==> src/rtl/softex_minmax_sched.sv <==
// softex_minmax_sched
// Sequencing controller for the global min/max tracker. It takes a row
// command and runs the tracker through clear, optional preload, stream and
// drain. It then reports the final extremum with a one-cycle done pulse.
//
// Ports
//   clk_i, rst_ni                  clock, async active-low reset
//   clear_i                        synchronous abort back to IDLE
//   start_i, length_i, mode_i      row command (sampled in IDLE only)
//   init_en_i, init_val_i          optional tracker preload
//   in_valid_i / in_ready_o        streamer beat handshake
//   mm_*_o                         tracker controls, strobe and preload value
//   mm_ready_i, mm_new_flg_i,
//   mm_cur_minmax_i                tracker status
//   busy_o, done_o, result_o       status and final extremum
//   upd_cnt_o                      running-extremum update count (saturating)
//
// WIDTH is the element width of the tracker's FP format (16 for FP16).
// mode_i / mm_operation_o use 1'b0 = MAX and 1'b1 = MIN.
//
// state    | meaning
// ---------+--------------------------------------------------------------
// S_IDLE   | waiting for start_i
// S_CLEAR  | one cycle: tracker reset to -inf (MAX) / +inf (MIN)
// S_LOAD   | one cycle: tracker preloaded with init_val
// S_STREAM | beats forwarded; strobe trimmed on a partial last beat
// S_DRAIN  | NUM_REGS+1 cycles: tracker pipeline empties, result captured
// S_DONE   | one-cycle done pulse
module softex_minmax_sched #(
  parameter int WIDTH      = 16,
  parameter int VECT_WIDTH = 4,
  parameter int NUM_REGS   = 0,
  parameter int LEN_WIDTH  = 16,
  parameter int CNT_WIDTH  = 8
) (
  input  logic                  clk_i,
  input  logic                  rst_ni,
  input  logic                  clear_i,
  input  logic                  start_i,
  input  logic [LEN_WIDTH-1:0]  length_i,
  input  logic                  mode_i,
  input  logic                  init_en_i,
  input  logic [WIDTH-1:0]      init_val_i,
  input  logic                  in_valid_i,
  output logic                  in_ready_o,
  output logic                  mm_clear_o,
  output logic                  mm_enable_o,
  output logic                  mm_valid_o,
  output logic                  mm_ready_o,
  output logic                  mm_load_en_o,
  output logic                  mm_operation_o,
  output logic [VECT_WIDTH-1:0] mm_strb_o,
  output logic [WIDTH-1:0]      mm_load_o,
  input  logic                  mm_ready_i,
  input  logic                  mm_new_flg_i,
  input  logic [WIDTH-1:0]      mm_cur_minmax_i,
  output logic                  busy_o,
  output logic                  done_o,
  output logic [WIDTH-1:0]      result_o,
  output logic [CNT_WIDTH-1:0]  upd_cnt_o
);

  localparam logic [2:0] S_IDLE   = 3'd0;
  localparam logic [2:0] S_CLEAR  = 3'd1;
  localparam logic [2:0] S_LOAD   = 3'd2;
  localparam logic [2:0] S_STREAM = 3'd3;
  localparam logic [2:0] S_DRAIN  = 3'd4;
  localparam logic [2:0] S_DONE   = 3'd5;

  localparam int REM_W = (VECT_WIDTH > 1) ? $clog2(VECT_WIDTH) : 1;
  localparam int DRN_W = (NUM_REGS > 0) ? $clog2(NUM_REGS + 1) : 1;

  logic [2:0]           state, state_nxt;
  logic                 mode_q, init_en_q;
  logic [WIDTH-1:0]     init_val_q;
  logic [LEN_WIDTH-1:0] beats_q, beat_cnt;
  logic [REM_W-1:0]     rem_q;
  logic [DRN_W-1:0]     drain_cnt;
  logic [WIDTH-1:0]     result_q;
  logic [CNT_WIDTH-1:0] upd_cnt_q;

  logic [LEN_WIDTH-1:0] len_rem, beats_in;
  logic                 start_cmd, in_stream, in_drain, accept, last_beat, drain_last;

  // beats = ceil(length / VECT_WIDTH) without the overflow of length+VW-1
  assign len_rem  = length_i % LEN_WIDTH'(VECT_WIDTH);
  assign beats_in = (length_i / LEN_WIDTH'(VECT_WIDTH)) +
                    {{(LEN_WIDTH-1){1'b0}}, (len_rem != '0)};

  assign start_cmd  = (state == S_IDLE) && start_i && !clear_i;
  assign in_stream  = (state == S_STREAM);
  assign in_drain   = (state == S_DRAIN);
  assign accept     = in_stream && in_valid_i && mm_ready_i;
  assign last_beat  = (beat_cnt == beats_q - LEN_WIDTH'(1));
  assign drain_last = (drain_cnt == DRN_W'(NUM_REGS));

  always_comb begin
    state_nxt = state;
    case (state)
      S_IDLE:   if (start_i) state_nxt = S_CLEAR;
      S_CLEAR:  begin
        if (init_en_q)            state_nxt = S_LOAD;
        else if (beats_q == '0)   state_nxt = S_DRAIN;
        else                      state_nxt = S_STREAM;
      end
      S_LOAD:   state_nxt = (beats_q == '0) ? S_DRAIN : S_STREAM;
      S_STREAM: if (accept && last_beat) state_nxt = S_DRAIN;
      S_DRAIN:  if (drain_last) state_nxt = S_DONE;
      S_DONE:   state_nxt = S_IDLE;
      default:  state_nxt = S_IDLE;
    endcase
    if (clear_i) state_nxt = S_IDLE;
  end

  always_ff @(posedge clk_i or negedge rst_ni) begin
    if (!rst_ni) begin
      state      <= S_IDLE;
      mode_q     <= 1'b0;
      init_en_q  <= 1'b0;
      init_val_q <= '0;
      beats_q    <= '0;
      rem_q      <= '0;
      beat_cnt   <= '0;
      drain_cnt  <= '0;
      result_q   <= '0;
      upd_cnt_q  <= '0;
    end else begin
      state <= state_nxt;

      if (start_cmd) begin
        mode_q     <= mode_i;
        init_en_q  <= init_en_i;
        init_val_q <= init_val_i;
        beats_q    <= beats_in;
        rem_q      <= len_rem[REM_W-1:0];
      end

      if (state == S_CLEAR) beat_cnt <= '0;
      else if (accept)      beat_cnt <= beat_cnt + LEN_WIDTH'(1);

      if (in_drain) drain_cnt <= drain_cnt + DRN_W'(1);
      else          drain_cnt <= '0;

      // an abort leaves the previous result and count untouched
      if (in_drain && drain_last && !clear_i) result_q <= mm_cur_minmax_i;

      if (start_cmd)
        upd_cnt_q <= '0;
      else if (!clear_i && (in_stream || in_drain) && mm_new_flg_i && (upd_cnt_q != '1))
        upd_cnt_q <= upd_cnt_q + CNT_WIDTH'(1);
    end
  end

  always_comb begin
    mm_strb_o = '0;
    if (in_stream) begin
      mm_strb_o = '1;
      if (last_beat && (rem_q != '0)) begin
        for (int i = 0; i < VECT_WIDTH; i++) mm_strb_o[i] = (i < int'(rem_q));
      end
    end
  end

  assign busy_o         = (state != S_IDLE);
  assign mm_enable_o    = busy_o;
  assign done_o         = (state == S_DONE);
  assign mm_clear_o     = (state == S_CLEAR) || clear_i;
  assign mm_load_en_o   = (state == S_LOAD);
  assign mm_load_o      = init_val_q;
  assign mm_operation_o = mode_q;
  assign mm_valid_o     = in_stream && in_valid_i;
  assign in_ready_o     = in_stream && mm_ready_i;
  assign mm_ready_o     = in_stream || in_drain;
  assign result_o       = result_q;
  assign upd_cnt_o      = upd_cnt_q;

endmodule

==> config.mk <==
export PLATFORM = sky130hd
export DESIGN_NAME = softex_minmax_sched
export DESIGN_NICKNAME = d
export VERILOG_FILES = /design/src/rtl/softex_minmax_sched.sv
export SDC_FILE = /design/constraint.sdc
export NUM_CORES = 1
export LEC_CHECK = 0
export ABC_CLOCK_PERIOD_IN_PS = 2500
export CAP_MARGIN = 5
export CORE_ASPECT_RATIO = 1.4
export CORE_MARGIN = 5
export CORE_UTILIZATION = 35
export CTS_BUF_LIST = sky130_fd_sc_hd__clkbuf_4
export DETAILED_ROUTE_END_ITERATION = 10
export GPL_ROUTABILITY_DRIVEN = 0
export GPL_TIMING_DRIVEN = 0
export PLACE_DENSITY_LB_ADDON = 0.3
export SLEW_MARGIN = 10
export SYNTH_ARGS = -nofsm -noshare
export SYNTH_HDL_FRONTEND = slang
export SYNTH_SLANG_ARGS = --single-unit
==> constraint.sdc <==
create_clock -name clk_i -period 2.5 [get_ports clk_i]
set_input_delay 0.5 -clock clk_i [delete_from_list [all_inputs] [get_ports clk_i]]
set_output_delay 0.5 -clock clk_i [all_outputs]
set_load 0.1 [all_outputs]
# Word-level counts from Yosys, hierarchy flattened
# Cells that the tools add are included.
[totals] regBits=80 latchBits=0 ram_bits=0 mem_bits_ro=0 in_bits=57 out_inout_bits=53 wordCells=66 n_memories=0
[op_classes] n_addsub=5 mul=0 n_div=0 magnitude_cmp=3 n_eq_ne=10 n_shift=0 mux=14 n_bitwise=1 n_reduce_logical=23
[ops] op="$mux W16" n=2
[ops] op="$mux W3" n=6
[ops] op="$add A16 B1 Y16 const B" n=1
[ops] op="$eq A16 B16 Y1" n=1
[ops] op="$logic_not A16 Y1" n=1
[ops] op="$mux W8" n=2
[ops] op="$reduce_bool A16 Y1" n=1
[ops] op="$sub A16 B1 Y16 const B" n=1
[ops] op="$add A14 B1 Y15" n=1
[ops] op="$pmux W3 S5" n=1
[ops] op="$logic_and A1 B1 Y1" n=12
[ops] op="$add A8 B1 Y8 const B" n=1
[ops] op="$mux W4" n=2
[ops] op="$ne A8 B8 Y1 const B" n=1
[ops] op="$eq A3 B2 Y1 const B" n=2
[ops] op="$eq A3 B3 Y1 const B" n=2
[ops] op="$ne A3 B3 Y1 const B" n=2
[ops] op="$reduce_bool A2 Y1" n=3
[ops] op="$lt A1 B2 Y1 const A" n=2
[ops] op="$eq A3 B1 Y1 const B" n=1
[ops] op="$logic_not A3 Y1" n=1
[ops] op="$ne A3 B2 Y1 const B" n=1
[ops] op="$reduce_and A3 Y1" n=1
[ops] op="$reduce_bool A3 Y1" n=1
[ops] op="6 further kinds" n=7

# Longest topological paths before layout
# Gate-level depths: netlist of the first run.
[logic_depth] word_depth=7 ltp_mapped=10 mapped_depth_nobuf=9

# Least setup slack after synthesis of the first run
# Ideal clock, no wire load.
[synth_path] path_kind="reg-to-output" start="reg beats_q[3]" end="out mm_strb_o[1]" arrival_time_ns=3.481 required_time_ns=2.000 setup_slack_ns=-1.481 stages_incl_launch_ff=10 path_buffers=2 cell_sequence="dfrtp_1 -> buf_6 -> or4_4 -> buf_6 -> nor3_1 -> xor2_1 -> and3_1 -> nor3_1 -> nor3_2 -> a31oi_1"
[synth_between] elab_chain_cells=5
[synth_rtl] element="start, declared" line="76" rtl="logic [LEN_WIDTH-1:0] beats_q, beat_cnt;"
[synth_rtl] element="start signal, assigned" line="134" rtl="beats_q <= beats_in;"
[synth_rtl] element="$sub A16 B1 Y16" line="94" rtl="assign last_beat = (beat_cnt == beats_q - LEN_WIDTH'(1));"
[synth_rtl] element="$eq A16 B16 Y1" line="94"
[synth_rtl] element="$logic_and A1 B1 Y1" line="158" rtl="if (last_beat && (rem_q != '0)) begin"
[synth_rtl] element="$mux W4" line="158"
[synth_rtl] element="$mux W4" line="156" rtl="if (in_stream) begin"
[synth_rtl] element="end, declared" line="52" rtl="output logic [VECT_WIDTH-1:0] mm_strb_o,"
# No other way between the ends.

# Final worst setup path of the first run
[layout_path] start="reg beats_q[0]" end="out mm_strb_o[1]"
# The elaborated chain is that of the path after synthesis.

==> out/qor.yml, run 1 <==
status: "finished with violations"
violations: "negative setup slack"
critPathRequiredTime_ns: 2.00
synth_area_um2: 4290
startpoint: "beats_q[0]$_DFFE_PN0P_"
r2r_start: "beats_q[0]$_DFFE_PN0P_"
clkPwrFrac: 0.135
grt_pass1_wl_um: 19400
synth_edf_count: 0
powerDensity_nw_per_um2: 1130
setup_viol: 5
maxCapViolations: 0
drive_gt1_frac: 0.174
finalWorstSetupSlack_ns: -0.982
internal_power_w: 0.00315
cp_top_family: "simple AND/OR/NAND/NOR gates"
wl_per_cell_um: 15.4
dpl.hpwl_um: 8610
ys.flop_type: "dfrtp_1"
ioPinCount: 110
worst_pin_slew_ns: 0.992
min_period_ns: 3.48
syn_area_per_cell_um2: 9.36
ys_top_cells_by_area: "dfrtp_1 (46%), nand2_1 (8.1%), xor2_1 (5.5%)"
slowest_stage: "or4_4"
yosysSeqAreaShare: 0.461
drcViolationCount: 0
synth_seq_cells: 79
dieWidth_um: 104
clkSinkCount: 79
die_height_um: 141
power_frac_seq: 0.287
finalCritPeriodShare: 1.39
arrival_ns: 2.98
async_reset_ff_frac: 1.00
vias: 3743
startpoint_type: "flip-flop"
grt_util_all_layers: 0.160
total_power_w: 0.00679
detail-route-antenna-nets: 0
grt_overflow_total: 0
cts-root-buf: "clkbuf_4"
grt_pass1_vias: 4017
port_buffers: 108
grt_antenna_before_repair: 0
final_cell_mix: "nand2_1 (92), dfrtp_1 (73), clkdlybuf4s50_1 (56), nor2_1 (36), o21ai_0 (30)"
holdCritStartpoint: "clear_i"
clk_path_buf_depth: 2
crit_type: "flip-flop to primary output"
syn-num-nets: 521
dieArea_um2: 14600
final_common_cell: "nand2_1"
floorplan.core_area_um2: 11900
path_buf_inv: 3
worstSkewPairLatency_ns: 0.45
slowest_delay_ns: 0.56
crit_top_cell: "buf_12"
hold_viol_final: 0
drt_iter0_markers: 147
cts_tree: "built"
area.growth.synth_to_final_pct: 40.1
cp_max_fo: 8
syn_inst: 458
rows: 47
p_leak_nw: 2.89
power.switching_w: 0.00364
ys_warn_count: 0
ir_drop_v: 0.000967
relSlewSlack: 0.337
drt_first_pass_iters: 4
power_frac_comb: 0.578
hold_class: "input pin to flip-flop"
placed_cell_area_um2: 5680
end_kind: "primary output"
path_cells: "buf_6 -> or4_4 -> nor4b_4 -> nor2_1 -> a31oi_1 -> o2111ai_2 -> nor3_4 -> buf_12 -> a31oi_4 -> buf_12"
fin_nets: 651
via_per_inst: 5.06
rsz0062_at_grt: "yes"
fin_area_um2: 6010
yosysUniqueCellTypes: 53
clk_pin_slew_worst_paths_ns: 0.15
fmax_mhz: 287
initial_core_util: 0.359
synth_top_cell_by_area: "dfrtp_1"
rrSetupSlack_ns: -0.05
finalWirelength_um: 11400
slew_violations: 0
cts_max_level: 3
place_ws_ns: -1.60
num_antenna_cells: 0
clock_skew_ns: 0.0216
synth_top_area_frac: 0.461
numCtsBuffers: 9
grt_max_degree: 65
sw_frac_of_total: 0.536
-- layout make-up --
type                            count  area, µm²
Buffer                             20        106
Clock buffer                        9       67.6
Clock inverter                      7        103
Fill cell                        1127       5930
Inverter                            8       30.0
Multi-Input combinational cell    349       2300
Sequential cell                    79       1980
Tap cell                          147        184
Timing Repair Buffer              121       1230
-- timing repair --
action / 4_1_cts / 5_1_grt
gates resized for setup: 101 / 31
pin swaps: 11 / 2
hold endpoints to repair: 15 / 0
setup endpoints to repair: 37 / 42
hold buffers: 1 / 0
setup buffers: 10 / 1
-- through the flow --
step | std cells | hold WS [ns] | setup TNS (ns) | utilization
2_1_floorplan | 458 | 0.204 | -1.27 | -
3_3_place_gp | 713 | 0.461 | -158.80 | 0.474
3_5_place_dp | 714 | 0.390 | -6.78 | 0.476
4_1_cts | 739 | 0.283 | -2.80 | 0.497
5_1_grt | 740 | 0.279 | -3.51 | 0.503
6_report | 740 | 0.297 | -2.93 | 0.503
-- cell usage after synthesis, types with 6 or more instances --
cell type  count
a21oi_1       15
xnor2_1       21
o21ai_0       31
or3_1          7
nand3_1       15
dfrtp_1       79
inv_1          7
mux2_2        16
and3_1        12
nor3_1         8
xor2_1        27
ha_1           6
nor2_1        38
clkbuf_1      16
nand2_1       92
nor4_1         7
-- per-layer routing --
layer	vias up	track usage	share of wire	wire (µm)
met5	-	0	0	0
met4	0	0.0574	0.023	261
li1	1828	-	-	-
met3	24	0.0480	0.063	720
met1	1789	0.181	0.39	4430
met2	102	0.285	0.53	5990
-- registers in the layout, summed over array words and instances, names as in the netlist --
name            flops
upd_cnt_o           8
beat_cnt           16
beats_q            15
mm_operation_o      1
mm_load_o          16
state               3
drain_cnt           1
result_o           16
rem_q               2
init_en_q           1
-- final timing paths --
path	to	depth (start not counted)
max	mm_strb_o[1]	10
min	state[1]$_DFFE_PN0P_	2
max reg2reg	state[1]$_DFFE_PN0P_	9
min reg2reg	mm_load_o[5]$_DFFE_PN0P_	2
max in group asynchronous	result_o[0]$_DFFE_PN0P_	3
min in group asynchronous	beats_q[9]$_DFFE_PN0P_	2
-- power groups by stage --
stage               clock (W)  combinational [W]  sequential [W]
floorplan                   0            0.00170         0.00315
detailed placement          0            0.00385         0.00196
global placement            0            0.00379         0.00194
finish               0.000917            0.00392         0.00195
global route         0.000993            0.00418         0.00200
CTS                  0.000940            0.00391         0.00195
-- cells by family after synthesis --
kind of cell               count (synthesis)  synth area share
muxes                                     17            0.0444
and+or+nand+nor                          216             0.257
AOI/OAI and AO/OA                         62            0.0875
buffers and inverters                     30            0.0341
xor gates and xnor gates                  48            0.0980
DFF                                       79             0.461
adders and majority gates                  6            0.0175
Power figures use the tool's default switching activity.
==> run 2, diff against run 1 <==
CORE_UTILIZATION = 46   (was 35)
==> out/qor.yml, run 2 (synthesis results as in run 1) <==
detail-route-antenna-nets: 0  # unchanged
cp_max_fo: 6  # -2
dpl.hpwl_um: 8260  # -4.0%
fin_nets: 678  # +4.1%
relSlewSlack: 0.334  # -0.00375
wl_per_cell_um: 16.3  # +5.7%
slowest_stage: "or4_4"
finalWirelength_um: 11900  # +4.0%
crit_top_cell: "buf_6"
rows: 41  # -13%
worst_r2r_path_depth: 19  # +10
startpoint_type: "flip-flop"
cts_max_level: 3  # unchanged
die_height_um: 124  # -12%
ioPinCount: 110  # unchanged
end_kind: "flip-flop"
clk_path_buf_depth: 2  # unchanged
hold_viol_final: 0  # unchanged
clock_skew_ns: 0.0158  # -0.00582 ns
dieArea_um2: 11400  # -22%
p_leak_nw: 3.11  # +7.5%
grt_max_degree: 43  # -34%
port_buffers: 108  # unchanged
r2r_start: "beats_q[0]$_DFFE_PN0P_"
grt_pass1_vias: 3933  # -2.1%
power.switching_w: 0.00381  # +4.7%
grt_antenna_before_repair: 1  # +1
sw_frac_of_total: 0.537  # +0.00103
floorplan.core_area_um2: 9080  # -24%
finalCritPeriodShare: 1.41  # +0.0130
path_buf_inv: 13  # +10
drt_first_pass_iters: 4  # unchanged
clkSinkCount: 79  # unchanged
drive_gt1_frac: 0.229  # +0.0553
violations: "negative setup slack"
fill_cells: 667  # -41%
startpoint: "beats_q[0]$_DFFE_PN0P_"
grt_util_all_layers: 0.199  # +0.0390
dieWidth_um: 91.6  # -12%
area.growth.synth_to_final_pct: 47.8
multi_input_area_um2: 2410  # +5.0%
clkPwrFrac: 0.107  # -0.028
maxCapViolations: 0  # unchanged
status: "finished with violations"
place_ws_ns: -1.64  # -0.0473 ns
arrival_ns: 3.83  # +0.85 ns
final_cell_mix: "nand2_1 (92), dfrtp_1 (71), clkdlybuf4s50_1 (61), nor2_1 (37), o21ai_0 (29)"
via_per_inst: 5.41  # +6.9%
fin_setup_tns_ns: -5.29  # -2.36 ns
internal_power_w: 0.00329  # +4.3%
endpoint: "state[1]$_DFFE_PN0P_"
cp_top_family: "buffers and inverters"
power_frac_comb: 0.614  # +0.036
total_power_w: 0.00710  # +4.5%
ctsHoldBuffers: 0  # -1
cts_tree: "built"
initial_core_util: 0.472  # +0.113
min_period_ns: 3.51  # +0.0324 ns
seqCellArea_um2: 1990  # +0.13%
cts-root-buf: "clkbuf_4"
fmax_mhz: 285  # -0.92%
path_cells: "buf_6 -> or4_4 -> buf_6 -> nor4_4 -> o21a_1 -> o2111ai_4 -> buf_6 -> buf_6 -> buf_6 -> buf_6 -> buf_6 -> buf_6 -> buf_6 -> buf_6 -> buf_6 -> buf_6 -> buf_6 -> nor4_4 -> o32ai_2"
grt_overflow_total: 0  # unchanged
setup_viol: 6  # +1
powerDensity_nw_per_um2: 1120  # -0.91%
slew_violations: 0  # unchanged
ir_drop_v: 0.00109  # +13%
hold_class: "input pin to asynchronous set/reset pin"
worst_r2r_endpoint: "state[1]$_DFFE_PN0P_"
path_depth: 19  # +9
drcViolationCount: 0  # unchanged
final_common_cell: "nand2_1"
rrSetupSlack_ns: -1.01  # -0.96 ns
clk_pin_slew_worst_paths_ns: 0.13  # -0.02 ns
drt_iter0_markers: 150  # +2.0%
rsz0062_at_grt: "yes"
vias: 3938  # +5.2%
critPathRequiredTime_ns: 2.81  # +0.81 ns
slowest_delay_ns: 0.55  # about the same
finalWorstSetupSlack_ns: -1.01  # -0.0324 ns
power_frac_seq: 0.279  # -0.008
numCtsBuffers: 9  # unchanged
crit_type: "flip-flop to flip-flop"
worstSkewPairLatency_ns: 0.43  # -0.02 ns
grt_pass1_wl_um: 18500  # -5.0%
worst_pin_slew_ns: 0.998  # +0.00562 ns
run 2: changes by cell type in the layout (fill, tap and decap cells not counted), moves of 3 or more:
cell	delta
dlymetal6s2s_1	+7
nor4_1	-3
clkinv_4	+3
nor4_4	+3
buf_6	+16
clkdlybuf4s50_1	+5
buf_4	+13
inv_6	-3
dlygate4sd2_1	-12
run 2: per-layer routing:
layer,GRT usage,routed length [µm]
met2,0.349,6400
met4,0.102,325
met5,0,0
met3,0.0495,751
met1,0.220,4390
run 2: cell type report:
class | count | share of cell area
antenna | 1 | 0.000395
buffer | 19 | 0.0162
clock buffer | 9 | 0.0107
clock inverter | 7 | 0.0117
inverter | 8 | 0.00474
multi-input combinational | 349 | 0.381
sequential | 79 | 0.314
tap | 107 | 0.0211
timing repair buffer | 149 | 0.241
run 2: metrics by stage:
step	cells	hold slack (ns)	instance area, µm²	util
floorplan	458	0.204	4390	-
global placement	673	0.460	5600	0.617
detailed placement	674	0.465	5620	0.619
CTS	702	0.00881	5910	0.651
global route	728	0.0130	6340	0.698
finish	728	0.0116	6340	0.698
run 2: worst min path at each step:
stage,endpoint,depth (start not counted),slack [ns],from
floorplan,beat_cnt[0]$_DFFE_PN0P_,0,0.20,rst_ni
global placement,mm_operation_o$_DFFE_PN0P_,2,0.46,mm_operation_o$_DFFE_PN0P_
detailed placement,mm_load_o[9]$_DFFE_PN0P_,2,0.47,mm_load_o[9]$_DFFE_PN0P_
CTS,beats_q[13]$_DFFE_PN0P_,1,0.009,rst_ni
global route,beats_q[13]$_DFFE_PN0P_,1,0.01,rst_ni
finish,beats_q[13]$_DFFE_PN0P_,1,0.01,rst_ni
run 2: power groups by stage:
| stage | Clock [W] | Sequential (W) | Combinational [W] |
|---|---|---|---|
| 4_1_cts | 0.000785 | 0.00196 | 0.00400 |
| 6_report | 0.000761 | 0.00198 | 0.00436 |
| 5_1_grt | 0.000851 | 0.00203 | 0.00458 |
| 3_3_place_gp | 0 | 0.00194 | 0.00378 |
| 2_1_floorplan | 0 | 0.00315 | 0.00170 |
| 3_5_place_dp | 0 | 0.00196 | 0.00385 |
run 2: worst reg2reg max path, stage by stage (launching register included):
cell	delay, ns
dfrtp_1	0.43
buf_6	0.13
or4_4	0.55
buf_6	0.17
nor4_4	0.23
o21a_1	0.19
o2111ai_4	0.17
buf_6	0.17
buf_6	0.10
buf_6	0.11
buf_6	0.11
buf_6	0.10
buf_6	0.10
buf_6	0.10
buf_6	0.10
buf_6	0.10
buf_6	0.10
buf_6	0.11
nor4_4	0.19
o32ai_2	0.14
run 2: timing repair:
item	CTS	global route
setup buffers	14	27
resized for setup	89	69
pin swaps	9	15
setup endpoints to repair	25	52
